File: src/rtl/life_gen_ctrl_if.sv
// ---------------------------------------------------------------------------
// life_gen_ctrl_if
//   Bundles the control handshake, the grid-memory read/write ports and the
//   status outputs of the Game-of-Life generation sequencer.
//
//   master : the sequencer (drives memory strobes and status)
//   slave  : the surrounding system (start/sof source and grid memory)
//
//   start        single-cycle request to compute one generation
//   sof          start-of-frame pulse from the pixel stream
//   mem_rd_en    read strobe into bank display_bank
//   mem_rd_addr  read address, y*GRID_W + x
//   mem_rd_data  cell state, valid one cycle after mem_rd_en
//   mem_wr_en    write strobe into bank ~display_bank
//   mem_wr_addr  write address
//   mem_wr_data  next cell state
//   display_bank bank shown on screen and read by the sequencer
//   busy         high from accepted start until done
//   done         one-cycle pulse when display_bank toggles
//   gen_count    completed generations, wraps at 16'hFFFF
// ---------------------------------------------------------------------------
interface life_gen_ctrl_if #(
    parameter int ADDR_W = 19
);
    logic              start;
    logic              sof;
    logic              mem_rd_en;
    logic [ADDR_W-1:0] mem_rd_addr;
    logic              mem_rd_data;
    logic              mem_wr_en;
    logic [ADDR_W-1:0] mem_wr_addr;
    logic              mem_wr_data;
    logic              display_bank;
    logic              busy;
    logic              done;
    logic [15:0]       gen_count;

    modport master (
        input  start, sof, mem_rd_data,
        output mem_rd_en, mem_rd_addr, mem_wr_en, mem_wr_addr, mem_wr_data,
        output display_bank, busy, done, gen_count
    );

    modport slave (
        output start, sof, mem_rd_data,
        input  mem_rd_en, mem_rd_addr, mem_wr_en, mem_wr_addr, mem_wr_data,
        input  display_bank, busy, done, gen_count
    );
endinterface

File: src/rtl/life_gen_ctrl.sv
// ---------------------------------------------------------------------------
// life_gen_ctrl
//   Computes one Game-of-Life generation (rule B3/S23, toroidal grid) over a
//   double-buffered 1-bit-per-cell memory. Each cell costs 11 cycles:
//   9 reads (centre, NW, N, NE, W, E, SW, S, SE), one capture cycle for the
//   last read, and one write into the hidden bank. The displayed bank is
//   swapped only on a start-of-frame pulse so the video never tears.
//
//   aclk     clock for all logic and memory ports
//   aresetn  asynchronous active-low reset
//   bus      life_gen_ctrl_if.master (handshake, memory ports, status)
// ---------------------------------------------------------------------------
module life_gen_ctrl #(
    parameter int GRID_W = 640,
    parameter int GRID_H = 480,
    parameter int ADDR_W = $clog2(GRID_W * GRID_H)
) (
    input logic              aclk,
    input logic              aresetn,
    life_gen_ctrl_if.master  bus
);

    localparam int XW = (GRID_W > 1) ? $clog2(GRID_W) : 1;
    localparam int YW = (GRID_H > 1) ? $clog2(GRID_H) : 1;

    typedef enum logic [2:0] {
        IDLE,
        FETCH,
        ACC,
        WRITE,
        SWAP_WAIT
    } state_t;

    state_t            state_q;
    logic [XW-1:0]     x_q;
    logic [YW-1:0]     y_q;
    logic [3:0]        k_q;
    logic              centre_q;
    logic [3:0]        count_q;
    logic              rd_en_q;
    logic [ADDR_W-1:0] rd_addr_q;
    logic              wr_en_q;
    logic [ADDR_W-1:0] wr_addr_q;
    logic              wr_data_q;
    logic              bank_q;
    logic [15:0]       gen_q;
    logic              busy_q;
    logic              done_q;

    logic [XW-1:0]     xm, xp, rdX;
    logic [YW-1:0]     ym, yp, rdY, yAdv;
    logic              lastCol, lastRow;
    logic [3:0]        kNext;
    logic [3:0]        countFull;
    logic              nextLive;
    logic [ADDR_W-1:0] nextRdAddr;

    function automatic logic [ADDR_W-1:0] addrOf(input logic [XW-1:0] cx,
                                                 input logic [YW-1:0] cy);
        return ADDR_W'(int'(cy) * GRID_W + int'(cx));
    endfunction

    // Wrapped neighbour coordinates of the current cell. xp doubles as the
    // raster-advance x because it already wraps to 0 at the last column.
    always_comb begin
        lastCol = (x_q == XW'(GRID_W - 1));
        lastRow = (y_q == YW'(GRID_H - 1));
        xm      = (x_q == '0) ? XW'(GRID_W - 1) : x_q - 1'b1;
        xp      = lastCol ? '0 : x_q + 1'b1;
        ym      = (y_q == '0) ? YW'(GRID_H - 1) : y_q - 1'b1;
        yp      = lastRow ? '0 : y_q + 1'b1;
        yAdv    = lastCol ? yp : y_q;
    end

    // Address of the read that follows the one currently on the bus, in the
    // fixed order centre, NW, N, NE, W, E, SW, S, SE.
    always_comb begin
        kNext = k_q + 4'd1;
        rdX   = x_q;
        rdY   = y_q;
        case (kNext)
            4'd1: begin rdX = xm; rdY = ym; end
            4'd2: begin rdY = ym;           end
            4'd3: begin rdX = xp; rdY = ym; end
            4'd4: begin rdX = xm;           end
            4'd5: begin rdX = xp;           end
            4'd6: begin rdX = xm; rdY = yp; end
            4'd7: begin rdY = yp;           end
            4'd8: begin rdX = xp; rdY = yp; end
            default: ;
        endcase
        nextRdAddr = addrOf(rdX, rdY);
    end

    // Neighbour total including the read landing this cycle, and the B3/S23
    // decision made from it during ACC.
    always_comb begin
        countFull = count_q + {3'b000, bus.mem_rd_data};
        nextLive  = (countFull == 4'd3) | (centre_q & (countFull == 4'd2));
    end

    // Sequencer. All bus outputs are registered so that the strobe for a
    // state appears in the first cycle of that state. A start seen while
    // done is still high is dropped, so a start cannot ride on the done
    // cycle into a new generation.
    always_ff @(posedge aclk or negedge aresetn) begin
        if (!aresetn) begin
            state_q   <= IDLE;
            x_q       <= '0;
            y_q       <= '0;
            k_q       <= '0;
            centre_q  <= 1'b0;
            count_q   <= '0;
            rd_en_q   <= 1'b0;
            rd_addr_q <= '0;
            wr_en_q   <= 1'b0;
            wr_addr_q <= '0;
            wr_data_q <= 1'b0;
            bank_q    <= 1'b0;
            gen_q     <= '0;
            busy_q    <= 1'b0;
            done_q    <= 1'b0;
        end else begin
            done_q <= 1'b0;
            case (state_q)
                IDLE: begin
                    if (bus.start && !done_q) begin
                        x_q       <= '0;
                        y_q       <= '0;
                        k_q       <= '0;
                        count_q   <= '0;
                        busy_q    <= 1'b1;
                        rd_en_q   <= 1'b1;
                        rd_addr_q <= '0;
                        state_q   <= FETCH;
                    end
                end
                FETCH: begin
                    // Data on mem_rd_data belongs to read k-1.
                    if (k_q == 4'd1) begin
                        centre_q <= bus.mem_rd_data;
                    end else if (k_q > 4'd1) begin
                        count_q <= countFull;
                    end
                    if (k_q == 4'd8) begin
                        rd_en_q <= 1'b0;
                        state_q <= ACC;
                    end else begin
                        k_q       <= kNext;
                        rd_addr_q <= nextRdAddr;
                    end
                end
                ACC: begin
                    count_q   <= countFull;
                    wr_en_q   <= 1'b1;
                    wr_addr_q <= addrOf(x_q, y_q);
                    wr_data_q <= nextLive;
                    state_q   <= WRITE;
                end
                WRITE: begin
                    wr_en_q <= 1'b0;
                    x_q     <= xp;
                    y_q     <= yAdv;
                    if (lastCol && lastRow) begin
                        state_q <= SWAP_WAIT;
                    end else begin
                        k_q       <= '0;
                        count_q   <= '0;
                        rd_en_q   <= 1'b1;
                        rd_addr_q <= addrOf(xp, yAdv);
                        state_q   <= FETCH;
                    end
                end
                SWAP_WAIT: begin
                    if (bus.sof) begin
                        bank_q  <= ~bank_q;
                        gen_q   <= gen_q + 16'd1;
                        done_q  <= 1'b1;
                        busy_q  <= 1'b0;
                        state_q <= IDLE;
                    end
                end
                default: state_q <= IDLE;
            endcase
        end
    end

    assign bus.mem_rd_en    = rd_en_q;
    assign bus.mem_rd_addr  = rd_addr_q;
    assign bus.mem_wr_en    = wr_en_q;
    assign bus.mem_wr_addr  = wr_addr_q;
    assign bus.mem_wr_data  = wr_data_q;
    assign bus.display_bank = bank_q;
    assign bus.busy         = busy_q;
    assign bus.done         = done_q;
    assign bus.gen_count    = gen_q;

endmodule
File: src/flat_wrapper.sv
// flat-port wrapper written by rule: the top's interface ports become plain ports
module life_gen_ctrl_flat 
#(
    parameter int GRID_W = 640,
    parameter int GRID_H = 480,
    parameter int ADDR_W = $clog2(GRID_W * GRID_H)
)
  (aclk, aresetn, bus_start, bus_sof, bus_mem_rd_data, bus_mem_rd_en, bus_mem_rd_addr, bus_mem_wr_en, bus_mem_wr_addr, bus_mem_wr_data, bus_display_bank, bus_busy, bus_done, bus_gen_count);
  life_gen_ctrl_if #(.ADDR_W(ADDR_W)) bus_i ();
  input logic aclk;
  input logic aresetn;
  input wire logic [$bits(bus_i.start)-1:0] bus_start;
  input wire logic [$bits(bus_i.sof)-1:0] bus_sof;
  input wire logic [$bits(bus_i.mem_rd_data)-1:0] bus_mem_rd_data;
  output wire logic [$bits(bus_i.mem_rd_en)-1:0] bus_mem_rd_en;
  output wire logic [$bits(bus_i.mem_rd_addr)-1:0] bus_mem_rd_addr;
  output wire logic [$bits(bus_i.mem_wr_en)-1:0] bus_mem_wr_en;
  output wire logic [$bits(bus_i.mem_wr_addr)-1:0] bus_mem_wr_addr;
  output wire logic [$bits(bus_i.mem_wr_data)-1:0] bus_mem_wr_data;
  output wire logic [$bits(bus_i.display_bank)-1:0] bus_display_bank;
  output wire logic [$bits(bus_i.busy)-1:0] bus_busy;
  output wire logic [$bits(bus_i.done)-1:0] bus_done;
  output wire logic [$bits(bus_i.gen_count)-1:0] bus_gen_count;
  assign bus_i.start = bus_start;
  assign bus_i.sof = bus_sof;
  assign bus_i.mem_rd_data = bus_mem_rd_data;
  assign bus_mem_rd_en = bus_i.mem_rd_en;
  assign bus_mem_rd_addr = bus_i.mem_rd_addr;
  assign bus_mem_wr_en = bus_i.mem_wr_en;
  assign bus_mem_wr_addr = bus_i.mem_wr_addr;
  assign bus_mem_wr_data = bus_i.mem_wr_data;
  assign bus_display_bank = bus_i.display_bank;
  assign bus_busy = bus_i.busy;
  assign bus_done = bus_i.done;
  assign bus_gen_count = bus_i.gen_count;
  life_gen_ctrl #(.GRID_W(GRID_W), .GRID_H(GRID_H), .ADDR_W(ADDR_W)) u_core (.aclk(aclk), .aresetn(aresetn), .bus(bus_i));
endmodule
File: config.mk
export PLATFORM = sky130hd
export DESIGN_NAME = life_gen_ctrl_flat
export DESIGN_NICKNAME = d
export VERILOG_FILES = /design/src/rtl/life_gen_ctrl_if.sv /design/src/rtl/life_gen_ctrl.sv /design/src/flat_wrapper.sv
export SDC_FILE = /design/constraint.sdc
export NUM_CORES = 1
export LEC_CHECK = 0
export CORE_ASPECT_RATIO = 1.5
export CORE_UTILIZATION = 50
export DETAILED_ROUTE_END_ITERATION = 8
export MAX_ROUTING_LAYER = met4
export PLACE_DENSITY = 0.74
export SYNTH_ARGS = -nofsm -noshare
export SYNTH_HDL_FRONTEND = slang
export SYNTH_SLANG_ARGS = --single-unit
File: constraint.sdc
create_clock -name aclk -period 4.1 [get_ports aclk]
set_input_delay 0.82 -clock aclk [delete_from_list [all_inputs] [get_ports aclk]]
set_output_delay 0.82 -clock aclk [all_outputs]
set_load 0.1 [all_outputs]
== Yosys cells after proc, flatten, opt, wreduce, memory -nomap -nowiden ==
Index checks and enable logic that the tools add are counted.
Word-level totals
  bits in registers: 91
  logic and storage cells: 116
Cells by class
  multiply operators: 3
  equal/unequal tests: 25
  order comparisons: 1
  $add $sub $neg: 10
  reductions and logical operators: 23
  bitwise gates (word level): 3
  muxes and demuxes: 36
Operators with widths (count)
  $add A19 B11 Y19: 3
  $mux W19: 3
  $pmux W19 S3: 1
  $pmux W10 S2: 2
  $mul A9 B3 Y12 const B: 3
  $mux W9: 4
  $pmux W9 S2: 2
  $mux W10: 3
  $mux W4: 5
  $add A16 B1 Y16 const B: 1
  $eq A4 B2 Y1 const B: 4
  $eq A4 B3 Y1 const B: 4
  $pmux W4 S4: 1
  $pmux W3 S5: 1
  $mux W3: 4
  $pmux W4 S3: 1
  $reduce_or A3 Y1: 4
  $add A10 B1 Y10 const B: 1
  $eq A10 B10 Y1 const B: 1
  $logic_not A10 Y1: 1
  $sub A10 B1 Y10 const B: 1
  $add A9 B1 Y9 const B: 1
  $eq A9 B9 Y1 const B: 1
  $logic_not A9 Y1: 1
  27 further kinds: 48

== Depth between registers and ports, before layout ==
  word-level depth: 8
  mapped depth: 20

== Worst setup path after synthesis ==
Ideal clock, no wire load.
  kind: reg-to-reg
  from: register u_core.x_q[0]
  to: register u_core.rd_addr_q[17], in the netlist u_core.bus.mem_rd_addr[17]
  setup slack: -0.239 ns
  stages on the path, launching flop included: 19
  required time: 4.022 ns
  period minus slack after synthesis: 4.339 ns
  library setup time: 0.078 ns
  data arrival time: 4.260 ns
  path through: dfrtp_1 ha_1 clkbuf_1 nand3_1 nor4_4 clkbuf_1 mux2i_1 inv_1 ha_1 ha_1 fa_1 xor2_1 nand2_1 nor3_1 nand4_1 nor3_1 xnor2_1 a21oi_1 a21oi_1
On the way
  cells in the longest elaborated chain, start to end: 6
  elaborated cells on any way between the ends: 17
  classes of those cells: add/sub: 4; mul: 1; eq/ne: 2; mux: 7; reduce/logical: 3
RTL lines
  start: declaration: RTL line life_gen_ctrl.sv:35  | logic [XW-1:0] x_q;
  start signal: assignment: RTL line life_gen_ctrl.sv:162  | x_q <= xp;
  $eq A10 B10 Y1, or another cell as far along: RTL line life_gen_ctrl.sv:66  | lastCol = (x_q == XW'(GRID_W - 1));
  $mux W9, or another cell as far along: RTL line life_gen_ctrl.sv:72  | yAdv = lastCol ? yp : y_q;
  $mul A9 B3 Y12 / $pmux W10 S2 (equally long branches): RTL line life_gen_ctrl.sv:60, life_gen_ctrl.sv:81
  $add A19 B11 Y19: RTL line life_gen_ctrl.sv:60  | return ADDR_W'(int'(cy) * GRID_W + int'(cx));
  $mux W19 (on tied branches): RTL line life_gen_ctrl.sv:164, life_gen_ctrl.sv:145
  $pmux W19 S3: RTL line life_gen_ctrl.sv:125  | case (state_q)
  end signal: assignment: RTL line life_gen_ctrl.sv:150  | rd_addr_q <= nextRdAddr;
  end signal: assignment: RTL line life_gen_ctrl.sv:170  | rd_addr_q <= addrOf(xp, yAdv);
  end: declaration: RTL line life_gen_ctrl.sv:41  | logic [ADDR_W-1:0] rd_addr_q;
Several ways; a longest one is shown, not always the timed one. The select of a mux whose other input is x is not followed.
A chain may end at the register's enable or synchronous reset.

== Worst setup path in the final report ==
  from: register u_core.k_q[1]
  to: register u_core.rd_addr_q[18], in the netlist u_core.bus.mem_rd_addr[18]
On the way
  cells in the longest elaborated chain, start to end: 8
  elaborated cells on any way between the ends: 22
  classes of those cells: add/sub: 2; mul: 1; eq/ne: 10; mux: 4; reduce/logical: 5
RTL lines
  start: declaration: RTL line life_gen_ctrl.sv:37  | logic [3:0] k_q;
  start signal: assignment: RTL line life_gen_ctrl.sv:149  | k_q <= kNext;
  $add A4 B1 Y4: RTL line life_gen_ctrl.sv:78  | kNext = k_q + 4'd1;
  $eq A4 B3 Y1, or another cell as far along: RTL line life_gen_ctrl.sv:81  | case (kNext)
  $reduce_or A3 Y1 (no line)
  $pmux W9 S2: RTL line life_gen_ctrl.sv:81
  $mul A9 B3 Y12: RTL line life_gen_ctrl.sv:60
  $add A19 B11 Y19: RTL line life_gen_ctrl.sv:60
  $mux W19: RTL line life_gen_ctrl.sv:145  | if (k_q == 4'd8) begin
  $pmux W19 S3: RTL line life_gen_ctrl.sv:125
Several ways; a longest one is shown, not always the timed one. The select of a mux whose other input is x is not followed.

==> impl_metrics.csv <==
group,metric,value,unit
worst_setup_path,max_stage_delay,0.44,ns
route,ant_nets,0,
layout,drive_gt1_share,24.4,%
sta,drv_slew,0,
worst_setup_path,endpoint_kind,"flop",
sta,clock_skew,0.0119,ns
worst_setup_path,cp_slowest_cell,"dfrtp_2",
sta,min_period,4.10,ns
global_route,grt.overflow.total,0,
worst_setup_path,crit_buf_inv,3,
hold_path,min-delay-start,"u_core.bus.display_bank",
place,portBuffers,64,
floorplanning,initial_utilization,51.7,%
worst_setup_path,r2r_cells,18,
synth,syn_area_per_cell,8.55,um^2
hold_path,worstHoldPathCells,1,
synth,yosysSeqAreaShare,32.2,%
global_route,grt_pass1_vias,6809,
global_route,grt_start_max_net_pins,54,
synth,ys.flop_type,"dfrtp_1",
worst_setup_path,timing.critical_path.mode_cell,"ha_1",
route,first_iter_violations,428,
layout,final_util,69.3,%
worst_setup_path,crit_chain,"inv_1 -> ha_1 -> o311ai_2 -> buf_4 -> buf_4 -> o22ai_1 -> o21ai_1 -> o21ai_2 -> ha_1 -> ha_1 -> a211oi_2 -> or3b_4 -> a21oi_2 -> a211o_1 -> nor2_2 -> nand2_1 -> or4_1 -> nand4_1",
synth,syn_area,7070,um^2
global_route,antenna_found_initial,0,
sta,worst_pin_slew,1.03,ns
route,route.detailed.drc,0,
floorplanning,die_w,99.1,um
floorplanning,dieHeight,148,um
synth,yosysWarnings,0,
clock_tree,cts_tree,"done",
worst_setup_path,cp_max_fo,8,
place,gp_congestion,1.02,
clock_tree,insertion_delay,0.35,ns
worst_setup_path,crit_family,"compound AO/OA/AOI/OAI gates",
synth,synthCells,827,
worst_setup_path,worstPathRequired,4.39,ns
sta,setup_tns,-0.000426,ns
route,firstDrtPassIters,5,
sta,fin_crit_sh,100,%
clock_tree,cts_num_sinks,91,
clock_tree,htreeDepth,3,
synth,synth_edf_count,0,
run_status,status,"finished, violations left",
clock_tree,cts_buffers,9,
worst_setup_path,r2r_end,"u_core.bus.mem_rd_addr[18]",
hold_path,hold_path_class,"reg -> reg",
sta,worst_slack,-0.000426,ns
clock_tree,cts.clk_slew.worst_paths,0.08,ns
floorplanning,die_area,14600,um^2
worst_setup_path,crit_arrival,4.39,ns
worst_setup_path,start_kind,"flop",
sta,setup_viol,1,
global_route,grt_usage,29.3,%
clock_tree,cts_buffer_depth,2,
synth,ys_types,71,
layout,area_growth,34.0,%
layout,nets,1067,
sta,hold_violations,0,
sta,fmax,244,MHz
floorplanning,io_pins,65,
run_status,violations,"negative setup slack",
place,detailed_place_hpwl,15.4,mm
run,max_cap_viol_count,0,
worst_setup_path,r2r_start,"u_core.k_q[1]",
sta,rsz0062_at_grt,"true",
synth,ys_ff_latch,91,
route,via_count,6921,
hold_path,worstHoldEndpoint,"u_core.bus.display_bank",
floorplanning,fp-row-count,52,
route,avgViaCountPerCell,5.97,
layout,antenna_cells,0,
synth,synth_fp_nets,902,
route,wl,20.5,mm
clock_tree,clockRootBuffer,"clkbuf_16",
synth,ys_async_sr_fraction,100,%
worst_setup_path,r2r_slack,-0.0004,ns
worst_setup_path,crit_type,"reg -> reg",
global_route,grt_pass1_wl,32.9,mm
route,wl_per_cell,17.7,um
place,pre_cts_slack,-0.0823,ns
sta,slew_headroom,31.7,%
floorplanning,core_area,13700,um^2
[through the flow]
stage          hold WS (ns)  cell area, um^2  cells
2_1_floorplan         0.454             7120    827
3_3_place_gp          0.459             8640   1129
3_5_place_dp          0.468             8640   1129
4_1_cts               0.479             9050   1150
5_1_grt               0.485             9470   1159
6_report              0.475             9470   1159
[final cells by class]
type | count | area, um^2
Multi-Input combinational cell | 670 | 4960
Inverter | 29 | 109
Fill cell | 1066 | 4190
Sequential cell | 91 | 2280
Clock buffer | 9 | 225
Timing Repair Buffer | 191 | 1610
Clock inverter | 7 | 76.3
Tap cell | 162 | 203
[layer usage]
layer / vias up / track usage (%) / share of wire (%)
li1: 3264 / - / -
met1: 3330 / 31.3 / 38
met2: 254 / 52.7 / 52
met3: 73 / 4.02 / 4.3
met4: 0 / 14.3 / 5.0
met5: - / - / 0
[worst reg2reg max path: stages, from the launching register on]
cell      delay (ns)
dfrtp_2         0.44
inv_1           0.10
ha_1            0.26
o311ai_2        0.33
buf_4           0.23
buf_4           0.14
o22ai_1         0.06
o21ai_1         0.15
o21ai_2         0.11
ha_1            0.33
ha_1            0.31
a211oi_2        0.26
or3b_4          0.18
a21oi_2         0.05
a211o_1         0.34
nor2_2          0.17
nand2_1         0.06
or4_1           0.40
nand4_1         0.10
[worst max-delay path by stage]
stage	start	endpoint	slack, ns	cells after the start
global placement	u_core.k_q[1]	u_core.bus.mem_rd_addr[17]	-0.05	19
global route	u_core.k_q[1]	u_core.bus.mem_rd_addr[18]	-0.13	18
floorplan	u_core.x_q[7]	u_core.bus.mem_rd_addr[17]	-0.009	17
CTS	u_core.x_q[1]	u_core.bus.mem_rd_addr[18]	0.01	17
finish	u_core.k_q[1]	u_core.bus.mem_rd_addr[18]	-0.0004	18
detailed placement	u_core.k_q[1]	u_core.bus.mem_rd_addr[17]	-0.08	19
[layout by cell type, fill, tap and decap left out, drive strengths merged, types with 8 or more instances in the layout]
cell	netlist	layout
xor2	27	27
nand2	113	113
dfrtp	91	91
o22ai	8	8
nor2b	10	10
clkbuf	24	9
nand2b	13	13
a22o	14	14
clkdlybuf4s50	0	63
a21oi	38	38
inv	29	32
o21ai	72	72
buf	13	128
ha	64	64
nand3	22	22
xnor2	40	40
o31ai	8	8
nand4	9	9
nor3	20	20
nor2	88	88
and3	12	12
[flip-flops by register name, summed over array words and instances, names as in the netlist]
signal                   count
u_core.bus.mem_rd_addr      19
u_core.bus.mem_wr_addr      19
u_core.bus.gen_count        16
u_core.x_q                  10
u_core.y_q                   9
u_core.count_q               4
u_core.k_q                   4
u_core.state_q               3
u_core.bus.busy              1
u_core.bus.display_bank      1
u_core.bus.done              1
u_core.bus.mem_rd_en         1
u_core.bus.mem_wr_data       1
u_core.bus.mem_wr_en         1
u_core.centre_q              1
[timing repair]
item | CTS | global route
hold buffers | 0 | 0
endpoints found under the setup margin | 6 | 7
buffers inserted | 5 | 9
pin swaps | 11 | 31
gates resized for setup | 14 | 69
[Yosys cell counts, drive strengths merged, types with 7 or more instances]
cell type,n,area (um^2)
nand3,22,115
nor2b,10,62.6
o21ai,72,368
nand4,9,56.3
xor2,27,255
o22ai,8,50.1
a21o,7,52.6
a22o,14,123
ha,64,801
dfrtp,91,2280
a221oi,7,61.3
nor2,88,330
and3,12,75.1
buf,13,81.3
nor3,20,100
o31ai,8,60.1
clkbuf,24,90.1
nand2b,13,81.3
inv,29,109
a21oi,38,205
or3,7,43.8
o211ai,7,52.6
nand2,113,424
xnor2,40,358
[logic make-up after synthesis]
group | count (synthesis) | synth area share, %
flip-flops | 91 | 32.2
buffers and inverters | 66 | 3.97
AO/OA/AOI/OAI | 209 | 19.6
AND/OR/NAND/NOR | 313 | 20.5
multiplexers | 10 | 1.68
adder cells (fa/ha/maj) | 70 | 13.0
XOR/XNOR | 68 | 8.99
Power is not shown: default switching activity piles up to over one toggle a cycle in this logic, so the estimate is an artifact.
==> RTL edit 1, RTL diff (config.mk and constraints unchanged) <==
Encoding of `state_t`: now one-hot (5 bits for 5 states).
--- a/src/rtl/life_gen_ctrl.sv
+++ b/src/rtl/life_gen_ctrl.sv
@@ -25,8 +25,8 @@
 
-    typedef enum logic [2:0] {
-        IDLE,
-        FETCH,
-        ACC,
-        WRITE,
-        SWAP_WAIT
+    typedef enum logic [4:0] {
+        IDLE      = 5'b00001,
+        FETCH     = 5'b00010,
+        ACC       = 5'b00100,
+        WRITE     = 5'b01000,
+        SWAP_WAIT = 5'b10000
     } state_t;
Behaviour: no difference found for any inputs over 10 cycles, from zero or initial values and one cycle with aresetn low; not proved beyond that.
==> RTL edit 1 against the unedited design <==
- the run still ends with negative setup slack left
- non-clock buffer count increased by 42
- worst setup slack got worse by 430 ps
- utilization rose by 2.2 points
- critical path type unchanged
- die area barely moved
- synthesized area about the same
- sequential cell count is 2 higher
- routed wire length rose by 7.7%
- cell area increased by 3.2%
- count of clock-buffer cells in the layout unchanged
==> RTL edit 1: results (changes against the unedited design) <==
Pwr
  – Total power: 8.75 mW
  – Sw Pwr: 4.14 mW

Synthesis
  – Post-synthesis adder-cell area fraction: 0.132 (was 0.130)
  – Ranking of synthesized cells by area: dfrtp_1, ha_1, xnor2_1, nand2_1, nor2_1 (was dfrtp_1, ha_1, nand2_1, o21ai_0, xnor2_1)
  – Mux share of post-synthesis cell area: 0.0259 (was 0.0168)
  – Post-synth top cells: dfrtp_1, nand2_1, nor2_1 (was nand2_1, dfrtp_1, nor2_1)
  – Synth Area in Compound Gates: 0.186 (was 0.196)
  – Mapped Cells: 806 (was 827)
  – Syn nets: 881 (was 902)
  – Post-Synth XOR/XNOR Area: 0.0939 (was 0.0899)
  – Seq/Total Area, Yosys: 0.330 (was 0.322)
  – Netlist cell types: 67 (was 71)

Clock network
  – Clk root buf: clkbuf_16 (unchanged)
  – CTS Buf Count: 9 (unchanged)
  – Post-CTS Resized: 38 (was 14)
  – Post-CTS Setup Repair Bufs: 13 (was 5)

Status
  – Violated checks: negative setup slack (unchanged)
  – Outcome: finished with violations (unchanged)

Cells and area
  – Fill count: 1065 (was 1066)
  – Layout cell share with drive strength beyond 1: 0.290 (was 0.244)

Drt
  – Met2 routed WL: 11.6 mm (was 10.8 mm)
  – Via count: 6892 (was 6921)
  – Metal3 WL: 759 µm (was 880 µm)
  – Wire per inst: 18.8 µm (was 17.7 µm)
  – DR pass1 iterations: 6 (was 5)
  – DR vias/cell: 5.85 (was 5.97)
  – Starting DRT DRC Count: 479 (was 428)

Placed design
  – DP Worst Slack: -463 ps (was -82.3 ps)
  – Gpl congestion: 0.973 (was 1.02)
  – Cell total after placement: 1142 (was 1129)
  – DP HPWL: 17.1 mm (was 15.4 mm)
  – Placed inst area: 9050 µm² (was 8640 µm²)
  – PortBufs: 64 (unchanged)

Worst setup path
  – Slowest stage delay, CP: 510 ps (was 440 ps)
  – WP data arrival: 4810 ps (was 4390 ps)
  – Worst-path maximum fanout: 5 (was 8)
  – CP max-delay cell: or4_4 (was dfrtp_2)

Timing
  – Setup violators final: 3 (was 1)
  – Fin Setup TNS: -972 ps (was -0.426 ps)
  – Max_slew headroom: 0.298 (was 0.317)
  – Worst setup margin: -428 ps (was -0.426 ps)
  – Fin Hold WS: 467 ps (was 475 ps)
  – Clk_skew: 14.1 ps (was 11.9 ps)

GRT
  – First-pass GRT wire length: 35.4 mm (was 32.9 mm)
  – Met1 GRT Util: 0.365 (was 0.313)
  – Vias in the first global route: 6972 (was 6809)
  – M2 GR Usage: 0.574 (was 0.527)
  – Largest net degree at the start of global routing: 67 (was 54)
  – Met3 Track Usage GR: 0.0307 (was 0.0402)
  – Gr usage total: 0.319 (was 0.293)
RTL edit 1: changes by cell type after synthesis, moves of 7 or more:
| cell | delta |
|---|---|
| nand2_1 | -30 |
| o21ai_0 | -14 |
| a21oi_1 | +13 |
| a22oi_1 | +10 |
| xor2_1 | +8 |
| nand2b_1 | -7 |
| nor2_1 | -7 |
RTL edit 1: final cells by class:
class                   count  area [µm²]  share of cell area
well taps                 162         203              0.0207
multi-input cells         646        4910               0.502
clock inverters             7        80.1             0.00819
flip-flops and latches     93        2330               0.239
clock buffers               9         225              0.0230
repair buffers            233        1920               0.196
inverters                  28         105              0.0108
RTL edit 1: path summary, 6_finish.rpt:
| path | end | depth (start not counted) | startpoint |
|---|---|---|---|
| min in group asynchronous | u_core.bus.mem_wr_addr[13]$_DFFE_PN0P_ | 1 | aresetn |
| worst min-delay path | u_core.bus.gen_count[15]$_DFFE_PN0P_ | 1 | u_core.bus.gen_count[15]$_DFFE_PN0P_ |
| max in group asynchronous | u_core.state_q[0]$_DFFE_PN1P_ | 2 | aresetn |
| worst max register to register | u_core.bus.mem_rd_addr[18]$_DFFE_PN0P_ | 17 | u_core.k_q[1]$_DFFE_PN0P_ |
| worst min register to register | u_core.bus.gen_count[15]$_DFFE_PN0P_ | 1 | u_core.bus.gen_count[15]$_DFFE_PN0P_ |
| worst max-delay path | u_core.bus.mem_rd_addr[18]$_DFFE_PN0P_ | 17 | u_core.k_q[1]$_DFFE_PN0P_ |
RTL edit 1: worst max-delay path, delay by kind of cell, from the launching register on:
family	cells	cell delay [ps]
adders and majority gates	3	810
xor gates and xnor gates	1	170
muxes	1	320
and+or+nand+nor	6	1630
buffers and inverters	1	130
AOI/OAI and AO/OA	5	930
DFF	1	480
==> RTL edit 2, RTL diff (config.mk and constraints unchanged) <==
Made on the original files. `GRID_H` is set to 480 in 2 places; all go to 1920.
--- a/src/rtl/life_gen_ctrl.sv
+++ b/src/rtl/life_gen_ctrl.sv
@@ -14,3 +14,3 @@
     parameter int GRID_W = 640,
-    parameter int GRID_H = 480,
+    parameter int GRID_H = 1920,
     parameter int ADDR_W = $clog2(GRID_W * GRID_H)
--- a/src/flat_wrapper.sv
+++ b/src/flat_wrapper.sv
@@ -4,3 +4,3 @@
     parameter int GRID_W = 640,
-    parameter int GRID_H = 480,
+    parameter int GRID_H = 1920,
     parameter int ADDR_W = $clog2(GRID_W * GRID_H)
Interface: changed (resized bus_mem_rd_addr and bus_mem_wr_addr); port bits go from 65 to 69. The function was not compared with the original's and may differ.
==> RTL edit 2 against the unedited design <==
- the run still ends with negative setup slack left
- cell area grew 17%
- sequential cell count grew 6
- highest routed layer unchanged
- critical path depth grew 1
- worst setup slack lost 380 ps
- utilization grew 1.4 points
- synthesized area grew 13%
- clock skew grew 1.5 ps
- non-clock buffer count grew 55
- worst hold slack lost 10 ps
- routed wire length grew 20%
Power is not shown: default switching activity piles up to over one toggle a cycle in this logic, so the estimate is an artifact.
==> RTL edit 2: results (changes against the unedited design) <==
Status
  – Outcome: finished with violations (unchanged)
  – Violated checks: negative setup slack (unchanged)

Synthesis
  – Post-synthesis adder-cell area fraction: 0.137 (was 0.130)
  – Post-synth top cells: nand2_1, dfrtp_1, o21ai_0 (was nand2_1, dfrtp_1, nor2_1)
  – Post-synthesis register bit count: 97 (was 91)
  – Mux share of post-synthesis cell area: 0.0111 (was 0.0168)
  – Synth Area in Compound Gates: 0.220 (was 0.196)
  – Seq/Total Area, Yosys: 0.303 (was 0.322)
  – Post-Synth XOR/XNOR Area: 0.0927 (was 0.0899)
  – Syn nets: 1045 (was 902)
  – Syn_area_per_cell: 8.37 µm² (was 8.55 µm²)
  – Ranking of synthesized cells by area: dfrtp_1, ha_1, nand2_1, o21ai_0, xnor2_1 (unchanged)
  – Netlist cell types: 64 (was 71)

Cells and area
  – Fill count: 1215 (was 1066)
  – Multi-input combinational area share: 0.531 (was 0.524)
  – Multi-input combinational cell count: 779 (was 670)
  – Logic inverters: 31 (was 29)
  – Clk cell area share: 0.0289 (was 0.0318)
  – Layout cell share with drive strength beyond 1: 0.250 (was 0.244)
  – Buffering overhead: 0.187 (was 0.170)
  – Sequential share of cell area: 0.220 (was 0.241)
  – Non-clock buffers: 246 (was 191)

Placed design
  – DP HPWL: 18.4 mm (was 15.4 mm)
  – Gpl congestion: 1.01 (was 1.02)
  – DP Worst Slack: -538 ps (was -82.3 ps)
  – PortBufs: 68 (was 64)
  – Cell total after placement: 1340 (was 1129)

Worst setup path
  – FF-to-FF path depth: 19 (was 18)
  – Crit Reg-Reg Endpoint: u_core.bus.mem_rd_addr[19]$_DFFE_PN0P_ (was u_core.bus.mem_rd_addr[18]$_DFFE_PN0P_)
  – Worst-path maximum fanout: 6 (was 8)
  – WP data arrival: 4720 ps (was 4390 ps)
  – Slowest stage delay, CP: 470 ps (was 440 ps)

Drt
  – Via count: 8137 (was 6921)
  – Starting DRT DRC Count: 493 (was 428)
  – Wire per inst: 18.0 µm (was 17.7 µm)

GRT
  – First-pass GRT wire length: 38.5 mm (was 32.9 mm)
  – Gr usage total: 0.305 (was 0.293)
  – Largest net degree at the start of global routing: 52 (was 54)
  – Vias in the first global route: 7899 (was 6809)

Timing
  – Fin Setup TNS: -2140 ps (was -0.426 ps)
  – Fin Hold WS: 465 ps (was 475 ps)
  – Worst setup margin: -384 ps (was -0.426 ps)
  – Setup violators final: 7 (was 1)
==> RTL edit 2: kinds of logic (layout without fill, tap and decap cells) <==
logic type	after synthesis	count (layout)
simple gates	338	338
fa+ha+maj	84	84
mux	8	8
flops	97	97
xor+xnor	81	81
buf+inv	80	293
compound gates	268	268
==> RTL edit 2: worst max path at each step <==
stage / from / to / cells past startpoint
after CTS: u_core.k_q[1]$_DFFE_PN0P_ / u_core.bus.mem_rd_addr[19]$_DFFE_PN0P_ / 21
after global routing: u_core.k_q[1]$_DFFE_PN0P_ / u_core.bus.mem_rd_addr[18]$_DFFE_PN0P_ / 22
final: u_core.k_q[1]$_DFFE_PN0P_ / u_core.bus.mem_rd_addr[19]$_DFFE_PN0P_ / 19
after floorplan: u_core.k_q[1]$_DFFE_PN0P_ / u_core.bus.mem_rd_addr[19]$_DFFE_PN0P_ / 20
after detailed placement: u_core.k_q[1]$_DFFE_PN0P_ / u_core.bus.mem_rd_addr[19]$_DFFE_PN0P_ / 19
after global placement: u_core.k_q[1]$_DFFE_PN0P_ / u_core.bus.mem_rd_addr[19]$_DFFE_PN0P_ / 21
==> RTL edit 2: timing repair <==
item,CTS,global route
buffers inserted,6,11
pin swaps,14,33
gates resized for setup,20,74
setup endpoints to repair,7,10
==> RTL edit 2: stage by stage <==
stage / utilization / cell area, µm²
detailed placement: 0.646 / 10100
CTS: 0.677 / 10600
finish: 0.708 / 11100
floorplan: - / 8160
global route: 0.708 / 11100
global placement: 0.646 / 10100
==> RTL edit 2: layer usage <==
| metal | share of wire | vias up | GRT usage |
|---|---|---|---|
| met5 | 0 | - | - |
| met4 | 0.056 | 0 | 0.166 |
| met3 | 0.040 | 87 | 0.0327 |
| met2 | 0.52 | 288 | 0.551 |
| met1 | 0.38 | 3893 | 0.326 |
| li1 | - | 3869 | - |
